<file path="config.mk">
export PLATFORM = sky130hd
export DESIGN_NAME = fifo_rd_drain
export DESIGN_NICKNAME = d
export VERILOG_FILES = /design/src/rtl/fifo_pkg.sv /design/src/rtl/fifo_rd_skid.sv /design/src/rtl/fifo_rd_drain.sv
export SDC_FILE = /design/constraint.sdc
export NUM_CORES = 1
export LEC_CHECK = 0
export BUFFER_PORTS_ARGS = -buffer_cell sky130_fd_sc_hd__buf_2
export CAP_MARGIN = 20
export CORE_MARGIN = 2
export CORE_UTILIZATION = 41
export DETAILED_ROUTE_END_ITERATION = 7
export GPL_TIMING_DRIVEN = 0
export PLACE_DENSITY_LB_ADDON = 0.12
export SYNTH_ARGS = -nofsm -noshare
export SYNTH_HDL_FRONTEND = slang
export SYNTH_SLANG_ARGS = --single-unit
</file>
<file path="constraint.sdc">
create_clock -name clk -period 1.32 [get_ports clk]
set_input_delay 0.198 -clock clk [delete_from_list [all_inputs] [get_ports clk]]
set_output_delay 0.198 -clock clk [all_outputs]
set_load 0.1 [all_outputs]
</file>
<file path="src/rtl/fifo_pkg.sv">
// Shared types and constants for the FIFO read-side drain controller.
package fifo_pkg;

  // Default width of the FIFO read data word
  localparam int DATA_W_DFLT = 8;

  // FIFO read latency in clock cycles (RREQ accepted -> RD valid)
  localparam int READ_LAT = 1;

  // Read controller states
  typedef enum logic [1:0] {
    IDLE   = 2'd0,
    ACTIVE = 2'd1,
    DRAIN  = 2'd2
  } rd_state_t;

  // Words currently owned by the controller: buffered plus the one in flight.
  // Bounded to 0..3, so a 2-bit result never overflows.
  function automatic logic [1:0] owned_words(input logic [1:0] occ,
                                             input logic       pending);
    return occ + {1'b0, pending};
  endfunction

endpackage

</file>
<file path="src/rtl/fifo_rd_skid.sv">
// Two-entry register buffer between the FIFO read port and the output stream.
// Entry 0 is always the head; entry 1 holds the word behind it.
module fifo_rd_skid
  import fifo_pkg::*;
#(
  parameter int DATA_W = DATA_W_DFLT
) (
  input  logic              clk,
  input  logic              rst,
  input  logic              i_push,
  input  logic              i_pop,
  input  logic [DATA_W-1:0] i_data,
  output logic [1:0]        o_occ,
  output logic [DATA_W-1:0] o_data
);

  logic [1:0]        r_occ;
  logic [DATA_W-1:0] r_mem0;
  logic [DATA_W-1:0] r_mem1;

  // Occupancy and storage update; a simultaneous push and pop keeps occ unchanged.
  // Push into a full buffer cannot happen: the caller's credit bound prevents it.
  always_ff @(posedge clk) begin
    if (rst) begin
      r_occ  <= 2'd0;
      r_mem0 <= '0;
      r_mem1 <= '0;
    end else begin
      case ({i_push, i_pop})
        2'b10: begin
          if (r_occ == 2'd0) begin
            r_mem0 <= i_data;
          end else begin
            r_mem1 <= i_data;
          end
          r_occ <= r_occ + 2'd1;
        end
        2'b01: begin
          r_mem0 <= r_mem1;
          r_occ  <= r_occ - 2'd1;
        end
        2'b11: begin
          if (r_occ == 2'd2) begin
            r_mem0 <= r_mem1;
            r_mem1 <= i_data;
          end else begin
            r_mem0 <= i_data;
          end
        end
        default: begin
        end
      endcase
    end
  end

  assign o_occ  = r_occ;
  assign o_data = r_mem0;

endmodule

</file>
<file path="src/rtl/fifo_rd_drain.sv">
// Read-side controller for the FIFO: issues RREQ under a two-word credit bound,
// captures RD one cycle after each accepted request into a skid buffer, and
// presents the words on a valid/ready stream. RREQ never depends on out_ready.
module fifo_rd_drain
  import fifo_pkg::*;
#(
  parameter int DATA_W = DATA_W_DFLT,
  parameter int CNT_W  = 16
) (
  input  logic              clk,
  input  logic              rst,
  input  logic              en,
  input  logic              e,
  output logic              RREQ,
  input  logic [DATA_W-1:0] RD,
  output logic              out_valid,
  input  logic              out_ready,
  output logic [DATA_W-1:0] out_data,
  output logic              busy,
  output logic [CNT_W-1:0]  rd_count
);

  rd_state_t          r_state;
  rd_state_t          w_state_nxt;
  logic               r_pending;
  logic [CNT_W-1:0]   r_count;
  logic [1:0]         w_occ;
  logic [1:0]         w_owned;
  logic               w_rreq;
  logic               w_pop;
  logic [DATA_W-1:0]  w_head;

  // Credit bound: buffered plus in-flight words never exceed the two skid entries
  assign w_owned = owned_words(w_occ, r_pending);
  assign w_rreq  = (r_state == ACTIVE) & en & ~e & (w_owned < 2'd2);
  assign w_pop   = out_valid & out_ready;

  // State register
  always_ff @(posedge clk) begin
    if (rst) begin
      r_state <= IDLE;
    end else begin
      r_state <= w_state_nxt;
    end
  end

  // Next-state logic; DRAIN only retires once nothing is buffered or in flight
  always_comb begin
    w_state_nxt = r_state;
    case (r_state)
      IDLE: begin
        if (en) begin
          w_state_nxt = ACTIVE;
        end
      end
      ACTIVE: begin
        if (!en) begin
          w_state_nxt = DRAIN;
        end
      end
      DRAIN: begin
        if (en) begin
          w_state_nxt = ACTIVE;
        end else if (!r_pending && (w_occ == 2'd0)) begin
          w_state_nxt = IDLE;
        end
      end
      default: begin
        w_state_nxt = IDLE;
      end
    endcase
  end

  // In-flight flag: RD carries the requested word in the cycle after RREQ.
  // Clearing it on reset drops a word whose request was accepted before reset.
  always_ff @(posedge clk) begin
    if (rst) begin
      r_pending <= 1'b0;
    end else begin
      r_pending <= w_rreq;
    end
  end

  // Delivered-word counter, wraps naturally at 2^CNT_W
  always_ff @(posedge clk) begin
    if (rst) begin
      r_count <= '0;
    end else if (w_pop) begin
      r_count <= r_count + {{(CNT_W-1){1'b0}}, 1'b1};
    end
  end

  fifo_rd_skid #(
    .DATA_W (DATA_W)
  ) u_skid (
    .clk    (clk),
    .rst    (rst),
    .i_push (r_pending),
    .i_pop  (w_pop),
    .i_data (RD),
    .o_occ  (w_occ),
    .o_data (w_head)
  );

  assign RREQ      = w_rreq;
  assign out_valid = (w_occ != 2'd0);
  assign out_data  = w_head;
  assign busy      = (r_state != IDLE);
  assign rd_count  = r_count;

endmodule
</file>
Yosys cells after proc, flatten, opt, wreduce, memory -nomap -nowiden
Cells that the tools add are included.
- flip-flop bits (word level): 37
- input bits: 13
- output and inout port bits: 27
- order comparisons: 1
- reductions and logical operators: 12
- bitwise gates (word level): 5
- equality and inequality tests: 12
- add/subtract/negate cells: 4
- multiplexer cells: 12
- operators with widths (cell ; count):
    8-bit two-way mux ; 4
    8-bit one-hot mux with 3 select lines ; 1
    16-bit by 1-bit adder with 16-bit output, second input constant ; 1
    8-bit one-hot mux with 2 select lines ; 1
    2-bit == test, second input constant ; 4
    2-bit two-way mux ; 4
    2-bit inequality test, second input constant ; 4
    2-bit nonzero test ; 4
    2-bit one-hot mux with 3 select lines ; 1
    3-bit AND reduction ; 2
    1-bit bitwise AND ; 4
    2-bit by 1-bit == test with 1-bit output, second input constant ; 2
    2-bit logical NOT ; 2
    2-bit one-hot mux with 2 select lines ; 1
    3-bit inequality test, second input constant ; 1
    3-bit nonzero test ; 1
    2-bit by 1-bit adder with 2-bit output ; 1
    2-bit by 1-bit adder with 2-bit output, second input constant ; 1
    2-bit less-than comparator, second input constant ; 1
    2-bit by 1-bit inequality test with 1-bit output, second input constant ; 1
    2-bit AND reduction ; 1
    2-bit by 1-bit subtractor with 2-bit output, second input constant ; 1
    1-bit logical AND ; 1
    1-bit logical NOT ; 1
    1-bit NOT ; 1

Logic depth before layout (Yosys ltp)
- word-level depth: 5
- mapped depth: 6
- mapped depth without buffers: 5

Cells and area by module
Synthesis repeated with hierarchy kept, for this count alone.
- cell total of the unflattened synthesis: 205
- area, all modules: 1855.5 µm²
- modules (own cells, without submodules) (module ; area an instance (µm²) ; cells each ; instances ; seq. area each (µm²)):
    fifo_rd_skid ; 952.2 ; 109 ; 1 ; 360.3
    fifo_rd_drain ; 903.4 ; 96 ; 1 ; 380.4

Worst setup path before layout
OpenSTA, ideal clock, no wires.
- path type: register to register
- from: reg u_skid.r_occ[0], in the netlist u_skid.o_occ[0]
- to: reg r_pending
- required time: 1.241 ns
- period minus slack after synthesis: 4.255 ns
- setup slack: -2.935 ns
- stages on the path, launching flop included: 6
- data arrival time: 4.176 ns
- cell sequence: dfxtp_1 buf_6 nand2_2 xnor2_1 nor4b_1 nor2b_1
- word-level cells in the longest chain between the ends: 3
- RTL lines (element ; RTL line ; RTL):
    start, declared ; fifo_rd_skid.sv:17 ; logic [1:0] r_occ;
    start signal, assigned ; fifo_rd_skid.sv:36 ; r_occ <= r_occ + 2'd1;
    start signal, assigned ; fifo_rd_skid.sv:40 ; r_occ <= r_occ - 2'd1;
    2-bit by 1-bit adder with 2-bit output ; fifo_pkg.sv:21 ; return occ + {1'b0, pending};
    2-bit less-than comparator ; fifo_rd_drain.sv:35 ; assign w_rreq = (r_state == ACTIVE) & en & ~e & (w_owned < 2'd2);
    1-bit bitwise AND ; fifo_rd_drain.sv:35 ;
    net RREQ ; fifo_rd_drain.sv:14 ; output logic RREQ,
    end signal, assigned ; fifo_rd_drain.sv:80 ; r_pending <= w_rreq;
    end, declared ; fifo_rd_drain.sv:25 ; logic r_pending;
The timed path passes the listed nets, and every way through them passes these cells.
A chain may end at the register's enable or synchronous reset.

Worst setup path in the final report
- from: reg u_skid.r_occ[0], in the netlist u_skid.o_occ[0]
- to: out RREQ
- word-level cells in the longest chain between the ends: 3
- RTL lines (element ; RTL line):
    2-bit by 1-bit adder with 2-bit output ; fifo_pkg.sv:21
    2-bit less-than comparator ; fifo_rd_drain.sv:35
    1-bit bitwise AND ; fifo_rd_drain.sv:35
    end, declared ; fifo_rd_drain.sv:14
No other way between the ends.

==> run metrics <==
status=complete, but fails checks; failing checks=negative setup slack; Clock Pin Slew Worst Setup and Hold Paths=~0.07 ns; Fin Clk Skew=0.00386 ns; power share of the clock group=between 30% and 40%; fin. max-slew vios=0; chip height=approximately 70 microns; routed len/inst=14.7 microns; crit path capture type=primary output; Tmin final=approximately 1.7 ns; asr flop ratio synth=0%; vias in the first global route=about 1600; share of cells above drive strength 1=between 50% and 60%; fill count=around 310; fmax=approximately 600 MHz; period utilization=125%; aggregate global routing overflow=0; P&R area growth vs syn=57.5%; first-pass GRT wire length=slightly above 7 mm; initial antenna violation count=0; Die W=approximately 70 microns; gpl congestion=around 0.76; drt pass-1 iters=4; Die Footprint=roughly 4800 sq um; Yosys warning count=0; Clock Tree Buf Depth=2; Post-Synthesis Cells=between 150 and 200; ranking of synthesized cells by area=dfxtp_1 (42%), xnor2_1 (6.0%), mux2i_1 (5.1%); WP data required=1.12 ns; CP arrival=about 1.5 ns; Routed WL=about 4.5 mm; crit-path max FO=2; Post-synth EDFFs=0; clk sinks=37; total placed cells including tap cells=about 270; Layout Cells excl Fill=306; share of the synthesized area in the top cell type=between 40% and 50%; Total Neg Setup Slack=-5.64 ns; Initial Utilization=43.2%; Reg power frac=a little under half; Worst Max-Slew Pin Slew=0.513 ns; insertion delay to the later sink of the worst-skew pair=just under 0.3 ns; relative slew slack=around 66%; routed via count=1600; CTS Buf Count=5; Std-Cell Rows=23; Max Cap Viol=0; vias per cell=5.23; leakage power=about 1.2 nW; number of I/O port buffers=38; TritonCTS clock tree=done; 1st-iter DRT viols=46; R2R Setup Slk=-0.27 ns; sequential share of the synthesized area=42.0%; Main synth FF type=dfxtp_1; CP Class=reg2out; Power Dens Cells=878 nW/um^2; io pins=40; switching share of total power=28.9%; HPWL after detailed placement=about 2.9 mm; Syn Area/Cell=9.49 sq um; pre-CTS WS=-0.338 ns; Root Driver=clkbuf_8; peak supply drop=around 0.6 mV; core area=slightly above 4000 sq um; antenna cell count=0; CP Launch Type=flip-flop; Antenna Nets Post-Route=0; Netlist Area Pre-Place=approximately 1800 sq um; pin count of the biggest net entering global routing=12; Final Hold Fails=0; Mapped Nets=200; HP Class=in2reg; final setup margin=-0.335 ns; Total GRT Usage=a little under a fifth; RSZ-0062 raised after global routing=yes; Final Setup Violations=31; residual DRC count=0; internal power=around 0.0017 W; Nets=between 200 and 300; post-synthesis register bit count=37; Comb pwr share=about 18%; top cell type by total area after synthesis=dfxtp_1; CTS Hold Buffers Added=0; Yosys cell types=between 40 and 50; H-tree depth=2; Sw Pwr=0.000706 W
-- stage by stage --
stage	total power (W)	instance area [sq um]	util [%]	hold slack, ns
after floorplan	0.00144	1980	-	0.277
after global placement	0.00150	2230	54.5	0.382
after detailed placement	0.00151	2230	54.5	0.391
after CTS	0.00243	2570	63.0	0.0787
after global routing	0.00253	2780	68.1	0.0820
final	0.00244	2780	68.1	0.0797
-- cell usage after synthesis, types with 3 or more instances --
cell type / instances
mux2i_1: 9
inv_1: 6
nor2_2: 5
nor2_1: 24
nand2_1: 13
o22ai_1: 6
nor3_1: 7
a21oi_1: 3
xnor2_1: 12
dfxtp_1: 37
nor2b_1: 5
a211oi_1: 4
nand3_1: 11
a311oi_2: 5
-- critical path, cell delays in order (launching register included) --
cell and delay, ns:
dfxtp_2 0.36, buf_8 0.12, nand2_8 0.06, xnor2_4 0.12, nor4b_4 0.24, buf_6 0.26
-- area by class of cell --
class | count | area [sq um] | area share [%]
sequential | 37 | 796 | 28.6
multi-input combinational | 133 | 1200 | 43.2
inverter | 6 | 22.5 | 0.810
buffer | 10 | 96.3 | 3.46
clock buffer | 7 | 96.3 | 3.46
clock inverter | 1 | 5.00 | 0.180
tap | 50 | 62.6 | 2.25
timing repair buffer | 62 | 500 | 18.0
-- routing by layer --
layer  share of wire, %  GRT usage, %
met5                  0             0
met4                1.6          8.12
met3                3.1          4.51
met2                 52          32.8
met1                 44          21.0
-- sequential cells by signal, indices dropped and copies added, names as in the netlist --
name	flops
r_pending	1
r_state	2
rd_count	16
u_skid.o_data	8
u_skid.o_occ	2
u_skid.r_mem1	8
-- cells by family after synthesis --
kind of cell / share of synthesized area, %
mux: 7.23
flops: 42.0
fa+ha+maj: 0.709
simple gates: 25.0
compound gates: 12.9
buf+inv: 5.24
xor+xnor: 6.95
-- final timing paths --
path | start | endpoint | cells after the start
setup / recovery | u_skid.o_occ[0]$_SDFFE_PP0P_ | RREQ | 5
hold / removal | en | r_state[1]$_SDFFE_PP0P_ | 2
setup reg to reg | u_skid.o_occ[0]$_SDFFE_PP0P_ | u_skid.o_data[1]$_SDFFE_PP0P_ | 7
hold reg to reg | r_state[0]$_SDFFE_PP0P_ | r_state[0]$_SDFFE_PP0P_ | 1
-- power groups by stage --
stage          Combinational [W]  Sequential [W]  Clock, W
6_report                0.000429         0.00114  0.000877
5_1_grt                 0.000449         0.00114  0.000942
4_1_cts                 0.000395         0.00113  0.000901
3_5_place_dp            0.000349         0.00116         0
3_3_place_gp            0.000344         0.00116         0
2_1_floorplan           0.000175         0.00127         0
-- cell usage in the layout, fill, tap and decap left out, types with 5 or more instances in the layout --
cell type and instances:
a311oi_2 5, buf_2 20, buf_4 21, buf_6 12, clkbuf_4 9, clkbuf_8 7, dfxtp_1 17, dfxtp_2 8
dfxtp_4 12, inv_1 6, mux2i_1 8, nand2_1 11, nand3_1 9, nor2_1 24, nor2_4 5, nor2b_1 5
o22ai_1 5, xnor2_1 7
-- repair_timing --
action	CTS	global route
hold endpoints to repair	0	0
setup buffers	17	7
setup endpoints to repair	32	44
resized for setup	28	33
pin swaps	12	15
cloned	0	1
No activity file was read; power rests on OpenSTA's default activity.
